==> src/rtl/aes_gf_pkg.sv <==
// GF(2^8) helpers and shared constants for the iterative MixColumns stage.
//   xtime      : multiply by x modulo the AES polynomial
//   gmul_const : multiply by one of the MixColumns coefficients {2,3,9,B,D,E}
//   state_t    : sequencer states for mix_column_seq
package aes_gf_pkg;

    localparam int         NCOL     = 4;
    localparam int         COL_W    = 32;
    localparam logic [7:0] AES_POLY = 8'h1B;

    typedef enum logic [1:0] {IDLE, BUSY, DONE} state_t;

    function automatic logic [7:0] xtime(input logic [7:0] b);
        return {b[6:0], 1'b0} ^ (b[7] ? AES_POLY : 8'h00);
    endfunction

    // Coefficients are built from the x2/x4/x8 chain so no table is needed.
    function automatic logic [7:0] gmul_const(input logic [7:0] b, input logic [3:0] k);
        logic [7:0] x2, x4, x8;
        x2 = xtime(b);
        x4 = xtime(x2);
        x8 = xtime(x4);
        case (k)
            4'h2:    gmul_const = x2;
            4'h3:    gmul_const = x2 ^ b;
            4'h9:    gmul_const = x8 ^ b;
            4'hB:    gmul_const = x8 ^ x2 ^ b;
            4'hD:    gmul_const = x8 ^ x4 ^ b;
            4'hE:    gmul_const = x8 ^ x4 ^ x2;
            default: gmul_const = b;
        endcase
    endfunction

endpackage

==> src/rtl/mix_column_seq_if.sv <==
// Handshake bundle for mix_column_seq.
//   in_valid/in_ready/in_state/in_inv : upstream state + mode
//   out_valid/out_ready/out_state     : mixed state to AddRoundKey
//   busy                              : columns in flight
// slave = the mixing block, master = the driver of in_* / out_ready.
interface mix_column_seq_if;
    import aes_gf_pkg::*;

    logic                    in_valid;
    logic                    in_ready;
    logic [NCOL*COL_W-1:0]   in_state;
    logic                    in_inv;
    logic                    out_valid;
    logic                    out_ready;
    logic [NCOL*COL_W-1:0]   out_state;
    logic                    busy;

    modport slave (
        input  in_valid, in_state, in_inv, out_ready,
        output in_ready, out_valid, out_state, busy
    );

    modport master (
        output in_valid, in_state, in_inv, out_ready,
        input  in_ready, out_valid, out_state, busy
    );

endinterface

==> src/rtl/mix_col_word.sv <==
// Combinational single-column MixColumns / InvMixColumns engine.
//   col_in  : 32-bit column, MSB byte is row 0
//   inv     : 0 = forward [2 3 1 1], 1 = inverse [E B D 9]
//   col_out : mixed column, same byte order
module mix_col_word
    import aes_gf_pkg::*;
(
    input  logic [COL_W-1:0] col_in,
    input  logic             inv,
    output logic [COL_W-1:0] col_out
);

    // a[3] holds row 0, so row r lives at a[3-r].
    logic [3:0][7:0] a, y;

    assign a = col_in;

    for (genvar r = 0; r < 4; r++) begin : g_row
        localparam int R0 = 3 - r;
        localparam int R1 = 3 - ((r + 1) % 4);
        localparam int R2 = 3 - ((r + 2) % 4);
        localparam int R3 = 3 - ((r + 3) % 4);

        logic [7:0] fwd, bwd;

        assign fwd = gmul_const(a[R0], 4'h2) ^ gmul_const(a[R1], 4'h3) ^ a[R2] ^ a[R3];
        assign bwd = gmul_const(a[R0], 4'hE) ^ gmul_const(a[R1], 4'hB)
                   ^ gmul_const(a[R2], 4'hD) ^ gmul_const(a[R3], 4'h9);
        assign y[R0] = inv ? bwd : fwd;
    end

    assign col_out = y;

endmodule

==> src/rtl/mix_column_seq.sv <==
// Iterative MixColumns / InvMixColumns: accepts a 128-bit state, mixes one
// column per clock through a single mix_col_word, then presents the result.
//   clk, rst : clock, async active-high reset
//   bus      : mix_column_seq_if.slave (in/out handshakes, busy)
// Accept at edge k gives out_valid after edge k+4; back-to-back rate is one
// state every 5 cycles.
module mix_column_seq
    import aes_gf_pkg::*;
(
    input  logic          clk,
    input  logic          rst,
    mix_column_seq_if.slave bus
);

    localparam int               CNT_W = $clog2(NCOL);
    localparam logic [CNT_W-1:0] LAST  = CNT_W'(NCOL - 1);

    state_t                     state;
    logic [CNT_W-1:0]           cnt;
    logic                       mode;
    logic [NCOL-1:0][COL_W-1:0] work;
    logic [NCOL-1:0][COL_W-1:0] result;
    logic [COL_W-1:0]           col_cur;
    logic [COL_W-1:0]           col_mix;
    logic                       out_valid_q;
    logic                       busy_q;
    logic                       accept;

    // Column 0 sits in the top word, so column cnt is packed index LAST-cnt.
    assign col_cur = work[LAST - cnt];

    mix_col_word u_col (
        .col_in  (col_cur),
        .inv     (mode),
        .col_out (col_mix)
    );

    // In DONE the slot frees up in the same cycle the result leaves, so
    // in_ready follows out_ready there to allow back-to-back accepts.
    assign bus.in_ready  = !rst && ((state == IDLE) || (state == DONE && bus.out_ready));
    assign accept        = bus.in_valid && bus.in_ready;
    assign bus.out_valid = out_valid_q;
    assign bus.out_state = result;
    assign bus.busy      = busy_q;

    always_ff @(posedge clk or posedge rst) begin
        if (rst) begin
            state       <= IDLE;
            cnt         <= '0;
            mode        <= 1'b0;
            work        <= '0;
            result      <= '0;
            out_valid_q <= 1'b0;
            busy_q      <= 1'b0;
        end else begin
            unique case (state)
                IDLE: begin
                    if (accept) begin
                        work   <= bus.in_state;
                        mode   <= bus.in_inv;
                        cnt    <= '0;
                        busy_q <= 1'b1;
                        state  <= BUSY;
                    end
                end
                BUSY: begin
                    result[LAST - cnt] <= col_mix;
                    if (cnt == LAST) begin
                        cnt         <= '0;
                        busy_q      <= 1'b0;
                        out_valid_q <= 1'b1;
                        state       <= DONE;
                    end else begin
                        cnt <= cnt + 1'b1;
                    end
                end
                DONE: begin
                    if (bus.out_ready) begin
                        out_valid_q <= 1'b0;
                        if (accept) begin
                            work   <= bus.in_state;
                            mode   <= bus.in_inv;
                            cnt    <= '0;
                            busy_q <= 1'b1;
                            state  <= BUSY;
                        end else begin
                            state <= IDLE;
                        end
                    end
                end
                default: state <= IDLE;
            endcase
        end
    end

endmodule

==> src/flat_wrapper.sv <==
// flat-port wrapper written by rule: the top's interface ports become plain ports
module mix_column_seq_flat import aes_gf_pkg::*;
  (clk, rst, bus_in_valid, bus_in_state, bus_in_inv, bus_out_ready, bus_in_ready, bus_out_valid, bus_out_state, bus_busy);
  mix_column_seq_if bus_i ();
  input  logic clk;
  input  logic rst;
  input wire logic [$bits(bus_i.in_valid)-1:0] bus_in_valid;
  input wire logic [$bits(bus_i.in_state)-1:0] bus_in_state;
  input wire logic [$bits(bus_i.in_inv)-1:0] bus_in_inv;
  input wire logic [$bits(bus_i.out_ready)-1:0] bus_out_ready;
  output wire logic [$bits(bus_i.in_ready)-1:0] bus_in_ready;
  output wire logic [$bits(bus_i.out_valid)-1:0] bus_out_valid;
  output wire logic [$bits(bus_i.out_state)-1:0] bus_out_state;
  output wire logic [$bits(bus_i.busy)-1:0] bus_busy;
  assign bus_i.in_valid = bus_in_valid;
  assign bus_i.in_state = bus_in_state;
  assign bus_i.in_inv = bus_in_inv;
  assign bus_i.out_ready = bus_out_ready;
  assign bus_in_ready = bus_i.in_ready;
  assign bus_out_valid = bus_i.out_valid;
  assign bus_out_state = bus_i.out_state;
  assign bus_busy = bus_i.busy;
  mix_column_seq u_core (.clk(clk), .rst(rst), .bus(bus_i));
endmodule
==> config.mk <==
export PLATFORM = sky130hd
export DESIGN_NAME = mix_column_seq_flat
export DESIGN_NICKNAME = d
export VERILOG_FILES = /design/src/rtl/aes_gf_pkg.sv /design/src/rtl/mix_column_seq_if.sv /design/src/rtl/mix_col_word.sv /design/src/rtl/mix_column_seq.sv /design/src/flat_wrapper.sv
export SDC_FILE = /design/constraint.sdc
export NUM_CORES = 1
export LEC_CHECK = 0
export CELL_PAD_IN_SITES_DETAIL_PLACEMENT = 0
export CELL_PAD_IN_SITES_GLOBAL_PLACEMENT = 1
export CORE_ASPECT_RATIO = 1.2
export CORE_UTILIZATION = 25
export CTS_BUF_LIST = sky130_fd_sc_hd__clkbuf_2 sky130_fd_sc_hd__clkbuf_4 sky130_fd_sc_hd__clkbuf_8
export DETAILED_ROUTE_END_ITERATION = 10
export PLACE_DENSITY = 0.57
export SETUP_SLACK_MARGIN = 0.15
export SLEW_MARGIN = 25
export SYNTH_ARGS = -nofsm -noshare
export SYNTH_HDL_FRONTEND = slang
export SYNTH_SLANG_ARGS = --single-unit
==> constraint.sdc <==
create_clock -name clk -period 9.7 [get_ports clk]
set_clock_uncertainty 0.2 [all_clocks]
set_input_delay 2.425 -clock clk [delete_from_list [all_inputs] [get_ports clk]]
set_output_delay 2.425 -clock clk [all_outputs]
set_load 0.01 [all_outputs]
==> results of run 1 <==
per-layer routing:
layer | GRT usage | vias to the layer above | routed length (um)
li1 | - | 4025 | -
met1 | 0.177 | 4159 | 16200
met2 | 0.233 | 231 | 17600
met3 | 0.0442 | 59 | 2600
met4 | 0.0443 | 2 | 905
met5 | 0 | - | 11
how the worst min path moves through the flow:
| stage | end | slack [ns] | from |
|---|---|---|---|
| final | u_core.bus.out_state[8]$_DFFE_PP0P_ | 0.27 | u_core.bus.out_state[8]$_DFFE_PP0P_ |
| after global routing | u_core.bus.out_state[14]$_DFFE_PP0P_ | 0.29 | u_core.bus.out_state[14]$_DFFE_PP0P_ |
| after CTS | u_core.bus.out_state[8]$_DFFE_PP0P_ | 0.28 | u_core.bus.out_state[8]$_DFFE_PP0P_ |
| after detailed placement | u_core.bus.out_state[101]$_DFFE_PP0P_ | 0.27 | u_core.bus.out_state[101]$_DFFE_PP0P_ |
| after global placement | u_core.bus.out_state[120]$_DFFE_PP0P_ | 0.26 | u_core.bus.out_state[120]$_DFFE_PP0P_ |
| after floorplan | u_core.work[63]$_DFFE_PP0P_ | 0.27 | u_core.work[63]$_DFFE_PP0P_ |
critical path, stage by stage:
cell and delay, ns:
sky130_fd_sc_hd__clkdlybuf4s50_1 0.50, sky130_fd_sc_hd__nor2_1 0.05, sky130_fd_sc_hd__nor3_1 0.42, sky130_fd_sc_hd__clkdlybuf4s50_1 0.64
synth_stat cells:
master                     number
sky130_fd_sc_hd__xnor2_4        6
sky130_fd_sc_hd__mux2i_2        1
sky130_fd_sc_hd__clkbuf_1      35
sky130_fd_sc_hd__xnor3_1       28
sky130_fd_sc_hd__o21a_1         2
sky130_fd_sc_hd__mux4_2        32
sky130_fd_sc_hd__ha_1           4
sky130_fd_sc_hd__nand2_1      143
sky130_fd_sc_hd__buf_4          7
sky130_fd_sc_hd__a21oi_2        2
sky130_fd_sc_hd__dfrtp_1      263
sky130_fd_sc_hd__buf_2         12
sky130_fd_sc_hd__xor2_1        28
sky130_fd_sc_hd__nor2b_1        1
sky130_fd_sc_hd__o21ai_0       98
sky130_fd_sc_hd__xor3_1         3
sky130_fd_sc_hd__o21ai_1       33
sky130_fd_sc_hd__nor2_1        11
sky130_fd_sc_hd__nor3_1         1
sky130_fd_sc_hd__nand3_1        2
sky130_fd_sc_hd__inv_1          5
sky130_fd_sc_hd__clkinv_1       1
sky130_fd_sc_hd__buf_1          8
sky130_fd_sc_hd__buf_6          3
sky130_fd_sc_hd__a21oi_1        8
sky130_fd_sc_hd__xor2_2         2
sky130_fd_sc_hd__o31ai_1        2
sky130_fd_sc_hd__mux2i_1        8
sky130_fd_sc_hd__xnor2_2       10
sky130_fd_sc_hd__nand2b_1       2
sky130_fd_sc_hd__xor3_2         1
sky130_fd_sc_hd__mux2_2       129
sky130_fd_sc_hd__a21boi_0       1
sky130_fd_sc_hd__buf_12         2
sky130_fd_sc_hd__xnor2_1      136
layout by cell type, fill, tap and decap left out, drive strengths merged, types with 4 or more instances in the layout:
cell type and n:
a21oi 10, buf 12, clkbuf 70, clkdlybuf4s50 263, clkinv 8, dfrtp 263
ha 4, inv 5, mux2 129, mux2i 9, mux4 32, nand2 143
nor2 11, o21ai 131, xnor2 152, xnor3 28, xor2 30, xor3 4
cells by family (layout without fill, tap and decap cells):
group | after synthesis | after routing | share of synthesized area
adders and majority gates | 4 | 4 | 0.00380
buffers and inverters | 73 | 360 | 0.0282
and+or+nand+nor | 160 | 160 | 0.0465
muxes | 170 | 170 | 0.172
other | 0 | 1 | 0
xor gates and xnor gates | 214 | 214 | 0.192
AOI/OAI and AO/OA | 146 | 146 | 0.0571
DFF | 263 | 263 | 0.500
final cells by class:
cell class | instances | area [um2] | share of cell area
clock buffer | 70 | 895 | 0.0513
tap | 697 | 872 | 0.0500
timing repair buffer | 275 | 2750 | 0.158
antenna | 1 | 2.50 | 0.000144
inverter | 6 | 26.3 | 0.00151
clock inverter | 9 | 77.6 | 0.00445
sequential | 263 | 6580 | 0.378
multi-input combinational | 694 | 6220 | 0.357
registers in the layout (all words and copies together) (netlist names):
| register | cells |
|---|---|
| u_core.bus.out_state | 128 |
| u_core.bus.busy | 1 |
| u_core.cnt | 2 |
| u_core.work | 128 |
| u_core.bus.out_valid | 1 |
| u_core.state | 2 |
| u_core.mode | 1 |
through the flow:
stage               instance area [um2]  cells  setup slack [ns]
floorplan                         13200   1030              3.61
global placement                  16500   1935              2.96
detailed placement                16500   1935              2.98
CTS                               17400   2014              2.97
global route                      17400   2014              2.90
finish                            17400   2015              3.04
==> results.md, run 1 <==
- The run finished with clean final reports.
- In this run the worst path has a maximum fanout of 3.
- The cell at the root of the clock tree is sky130_fd_sc_hd__clkbuf_8.
- For this run, the number of Yosys warnings is 0.
- The capturing element of the worst setup path is bus_in_ready.
- The via count of the first global-routing pass is 8888.
- The detailed router finished its first iteration with 330 violations.
- The synthesis-to-layout area growth is 32.5%.
- The smallest clock period supported by the final layout is computed as 6.66 ns.
- Along the worst hold path, the cell count comes to 2.
- The count of nets left with antenna violations once routing finished came out at 0.
- Across all register-to-register paths, the minimum setup slack is 5.29 ns.
- The final hold violation count came to 0.
- The first global-routing pass estimated 56300 um of wire.
- The largest net degree at the start of global routing is 142.
- The die covers 0.0535 mm2.
- In this run the worst setup path begins at bus_out_ready.
- At the pin with the least slew margin, the transition time is 0.904 ns.
- Across the run, the number of max-cap violations was 0.
- After detailed routing, the number of vias per cell comes to 4.21.
- The arrival time reported for the critical path endpoint is 4.04 ns.
- In this run, distinct cell masters in the synthesized netlist total 35.
- The portion of synthesized cell area occupied by the leading cell type is 0.500.
- Counting cells, the worst reg-to-reg path comes to 8.
- The total clock sinks is 263.
- The synthesized design contains 263 register bits.
- The global routing usage summed across all routing layers is 0.142.
- At the end of routability-driven placement, the weighted congestion stood at 0.781.
- The critical path is of the input port to output pin type.
- The ratio of cells with drive above 1 in the final layout is 0.214.
- Measured against its own limit, the worst slew margin works out to 0.398.
- Of the synthesized area, sequential elements account for 0.500.
- At the end of the flow the core is filled with cells to 0.337.
- The post-synthesis cell type with the largest combined area is sky130_fd_sc_hd__dfrtp_1.
- The type of destination of the critical path is an output pin.
- TritonCTS created 49 clock buffers.
- The maximum clock rate is 150 MHz.
- The routed via count is 8476.
- The post-synthesis net count is 1167.
- The final worst-path cycle share is 0.687.
- The buffers inserted during post-CTS setup optimization is 0.
- The CTS tree is done.
- In this run the deepest clock path goes through 3 buffers.
- Row generation in the floorplan step produced 91 rows.
- The first detailed-routing pass ran for 4 iterations.
- Measured along the x axis, the die boundary spans 211 um.
- Summed over all nets, the half-perimeter wirelength after detailed placement is 27000 um.
- The final-layout setup total negative slack is 0 ns.
- In this run the cell area of the synthesized design comes to 0.0132 mm2.
- At the later pin of the worst-skew pair, clock insertion delay measures 0.61 ns.
- The number of antenna violations at the first check in global routing is 2.
- The vertical extent of the die is 253 um.
- The worst register-to-register path ends at u_core.bus.out_state[20]$_DFFE_PP0P_.
- Setup repair after global routing left no endpoint under its margin.
- The clock transition at the register clock pins on the worst setup and hold paths after CTS is 0.05 ns.
- The total global routing overflow is 0.
- The smallest hold slack is 0.273 ns.
- Buffers placed on the I/O ports in this run total 263.
- The initial utilization of the core area, before any placement, comes to 0.254.
- The launching element type of the critical path is an input port.
- In the synthesized netlist, the number of instances is 1030.
- The worst hold path class is flip-flop to flip-flop.
- Setup violations remaining at the end of the flow were counted as 0.
- For this run, design rule violations remaining after detail routing come to 0.
- The number of filler cells placed in the layout is 5298.
- In this run, post-CTS repair resized a total of 0 instances.
- Yosys attributes the largest share of cell area to sky130_fd_sc_hd__dfrtp_1, sky130_fd_sc_hd__mux2_2, sky130_fd_sc_hd__xnor2_1.
- The worst register-to-register path begins at u_core.cnt[0]$_DFFE_PP0P_.
- The number of max-slew violations in the final report is 0.
- In this run the mean area of a mapped cell was 12.8 um2.
- The number of top-level pins is 264.
- The number of nets in the layout is 1426.
- The number of H-tree branching levels is 2.
- Data on the critical path is required at its endpoint by 7.08 ns.
- In this run the standard cell core region covers 0.0517 mm2.
- Dividing the detail-routed wire length by the instance count gives 18.5 um.
- The detailed-route wire length is 37400 um.
- Buffers inserted to repair hold after CTS numbered 0.
Power of run 1 is not shown: default switching activity piles up to over one toggle a cycle in this logic, so the estimate is an artifact.
==> inputs of run 2 (changes only) <==
==> constraint.sdc (replaced) <==
create_clock -name clk -period 5.9 [get_ports clk]
set_clock_uncertainty 0.2 [all_clocks]
set_input_delay 1.475 -clock clk [delete_from_list [all_inputs] [get_ports clk]]
set_output_delay 1.475 -clock clk [all_outputs]
set_load 0.01 [all_outputs]
==> run 2 against run 1 <==
  * Via count about the same
  * Final cell count increased by 0.40%
  * Design area increased by 0.53%
  * Wire length increased by 1.5%
  * Sequential share of layout area decreased by 0.20 points
  * Utilization increased by 0.18 points
  * Global-route usage increased by 0.28 points
  * Setup slack got worse by 2.0 ns
  * Non-clock buffer count increased by 4
  * Critical path depth unchanged
==> results.md, run 2 (same netlist as run 1, synthesis figures left out) <==
- The die area is 0.0535 mm2 (unchanged).
- The ratio of cells with drive above 1 in the final layout is 0.219 (was 0.214).
- Commonest cells after routing, fill and taps aside: sky130_fd_sc_hd__clkdlybuf4s50_1, sky130_fd_sc_hd__dfrtp_1, sky130_fd_sc_hd__nand2_1, sky130_fd_sc_hd__xnor2_1, sky130_fd_sc_hd__mux2_2 (unchanged).
- The CTS tree is done (unchanged).
- The detailed-router iteration count before antenna repair is 4 (unchanged).
- The initial cell density of the core is 0.254 (unchanged).
- The multi-input combinational cell area came to 0.00622 mm2 (unchanged).
- Unrepaired setup endpoints after global routing: no (unchanged).
- The hold buffer count at cts is 0 (unchanged).
- The commonest non-fill, non-tap cell in the layout is sky130_fd_sc_hd__clkdlybuf4s50_1 (unchanged).
- The worst hold path class is flip-flop to flip-flop (unchanged).
- The startpoint of the most critical register-to-register path is u_core.cnt[0]$_DFFE_PP0P_ (unchanged).
- The critical-path maximum fanout came to 3 (unchanged).
- The synthesis-to-layout area growth came to 33.2% (was 32.5%).
- The number of resized instances in the post-cts repair step is 0 (unchanged).
- The count of max-cap constraint violations was 0 (unchanged).
- The total clock sinks is 263 (unchanged).
- The number of DRC markers after the initial detailed-route iteration came to 318 (was 330).
- Worst path cell trace: clkdlybuf4s50_1, nor2_1, nor3_1, clkdlybuf4s50_1 (unchanged).
- The buffers inserted during post-CTS setup optimization was 0 (unchanged).
- The largest delay contributor family on the critical path was buffers and inverters (unchanged).
- The x dimension of the die was 211 um (unchanged).
- The minimum clock period after layout is 4.81 ns.
- The largest net degree at the start of global routing was 95 (was 142).
- Of the available clock period, the critical path in the final layout requires 0.815.
- The arrival time reported for the critical path endpoint is 3.14 ns (was 4.04 ns).
- The sequential cell area in the final layout is 0.00658 mm2 (unchanged).
- The smallest hold slack is 0.276 ns (was 0.273 ns).
- The routed wirelength normalized by instance count is 18.8 um (was 18.5 um).
- The final-layout setup total negative slack is 0 ns (unchanged).
- The count of buffering cells on the critical path with inverters included is 2 (unchanged).
- The global-route wire length before repair is 57400 um (was 56300 um).
- The detailed-route wire length is 37900 um (was 37400 um).
- The number of H-tree branching levels was 2 (unchanged).
- The number of max-slew violations in the final report is 0 (unchanged).
- The launching element type of the critical path is an input port (unchanged).
- The final-report setup violation count came to 0 (unchanged).
- The required time of the critical path is 4.22 ns (was 7.08 ns).
- Result of the run: complete, no violations (unchanged).
- The number of top-level pins is 264 (unchanged).
- The via count of the first global-routing pass is 9197 (was 8888).
- The global routing usage summed across all routing layers came to 0.145 (was 0.142).
- The count of buffers inserted at the top-level ports is 263 (unchanged).
- The cell with the most instances on the worst path is sky130_fd_sc_hd__clkdlybuf4s50_1 (unchanged).
- The remaining antenna violation count after routing came to 0 (unchanged).
- The launch instance of the worst min-delay path is u_core.bus.out_state[97]$_DFFE_PP0P_ (was u_core.bus.out_state[8]$_DFFE_PP0P_).
- The number of nets in the layout is 1429 (was 1426).
- The vertical extent of the die came to 253 um (unchanged).
- The relative slew slack is 0.398 (about the same).
- The number of buffers inserted during clock tree synthesis was 48 (was 49).
- The clock transition at the register clock pins on the worst setup and hold paths after CTS is 0.05 ns (about the same).
- The clock insertion delay at the later pin of the skew report was 0.61 ns (about the same).
- The deepest clock path buffer count is 3 (unchanged).
- The count of standard-cell rows is 91 (unchanged).
- The highest cell delay on the worst timing path is 0.65 ns (was 0.64 ns).
- The count of antenna diodes in the layout is 0 (was 1).
- The transition at the pin with the smallest max-transition slack is 0.900 ns (was 0.904 ns).
- The final hold violation count was 0 (unchanged).
- The per-cell via count in the routed design was 4.19 (was 4.21).
- The classification of the worst setup path is input port to output pin (unchanged).
- The total global routing overflow was 0 (unchanged).
- The final RePlAce weighted congestion came to 0.779 (was 0.781).
- The total DRC errors in the routed layout came to 0 (unchanged).
- The library cell contributing the largest single delay on the critical path was sky130_fd_sc_hd__clkdlybuf4s50_1 (unchanged).
- The type of destination of the critical path was an output pin (unchanged).
- The area of the placeable core is 0.0517 mm2 (unchanged).
- The cell at the root of the clock tree is sky130_fd_sc_hd__clkbuf_8 (unchanged).
- The maximum clock rate is 208 MHz.
- The detailed-placement wirelength estimate is 28000 um (was 27000 um).
- The routed via count was 8483 (was 8476).
- The launch point of the critical path was bus_out_ready (unchanged).
- The number of filler cells placed in the layout is 5301 (was 5298).
- The number of antenna violations at the first check in global routing is 6 (was 2).
==> run 2: changes by cell type in the layout (fill, tap and decap cells not counted) <==
cell                         before  now
sky130_fd_sc_hd__clkinvlp_4       1    4
sky130_fd_sc_hd__buf_12           2    3
sky130_fd_sc_hd__clkinv_4         1    0
sky130_fd_sc_hd__clkbuf_8        59   61
sky130_fd_sc_hd__clkbuf_4        11   15
sky130_fd_sc_hd__inv_6            1    0
sky130_fd_sc_hd__diode_2          1    0
sky130_fd_sc_hd__buf_4           10   13
sky130_fd_sc_hd__clkinv_2         6    4
==> run 2: per-stage QoR <==
step	utilization	worst slack (ns)	cell area, um2	instances
3_5_place_dp	0.319	1.03	16500	1939
2_1_floorplan	-	0.755	13200	1030
5_1_grt	0.339	0.945	17500	2023
3_3_place_gp	0.319	1.07	16500	1939
4_1_cts	0.339	1.03	17500	2023
6_report	0.339	1.09	17500	2023
==> run 2: layer usage <==
metal	vias up	GRT usage	share of wire
met4	10	0.0420	0.023
met1	4142	0.183	0.44
li1	4022	-	-
met2	240	0.235	0.47
met3	69	0.0465	0.072
met5	-	0	0.0015
==> run 2: final timing paths <==
| check | to | slack (ns) | cells after the start |
|---|---|---|---|
| min | u_core.bus.out_state[97]$_DFFE_PP0P_ | 0.28 | 2 |
| max in group asynchronous | u_core.bus.out_state[67]$_DFFE_PP0P_ | 3.26 | 3 |
| min reg2reg | u_core.bus.out_state[97]$_DFFE_PP0P_ | 0.28 | 2 |
| max reg2reg | u_core.bus.out_state[26]$_DFFE_PP0P_ | 1.67 | 8 |
| max | bus_in_ready | 1.09 | 4 |
| min in group asynchronous | u_core.state[0]$_DFFE_PP0P_ | 1.23 | 2 |
==> run 2: cell type report <==
type	count	area share
clock buffer	76	0.0544
clock inverter	8	0.00414
inverter	6	0.00150
multi-input combinational	694	0.355
sequential	263	0.376
tap	697	0.0498
timing repair buffer	279	0.159
==> run 2: tightest hold or removal path, cell delays in order (launching register included) <==
cell                      delay, ns
sky130_fd_sc_hd__dfrtp_1       0.34
sky130_fd_sc_hd__nand2_1       0.05
sky130_fd_sc_hd__o21ai_0       0.06
Power of run 2 is left out for the same reason.
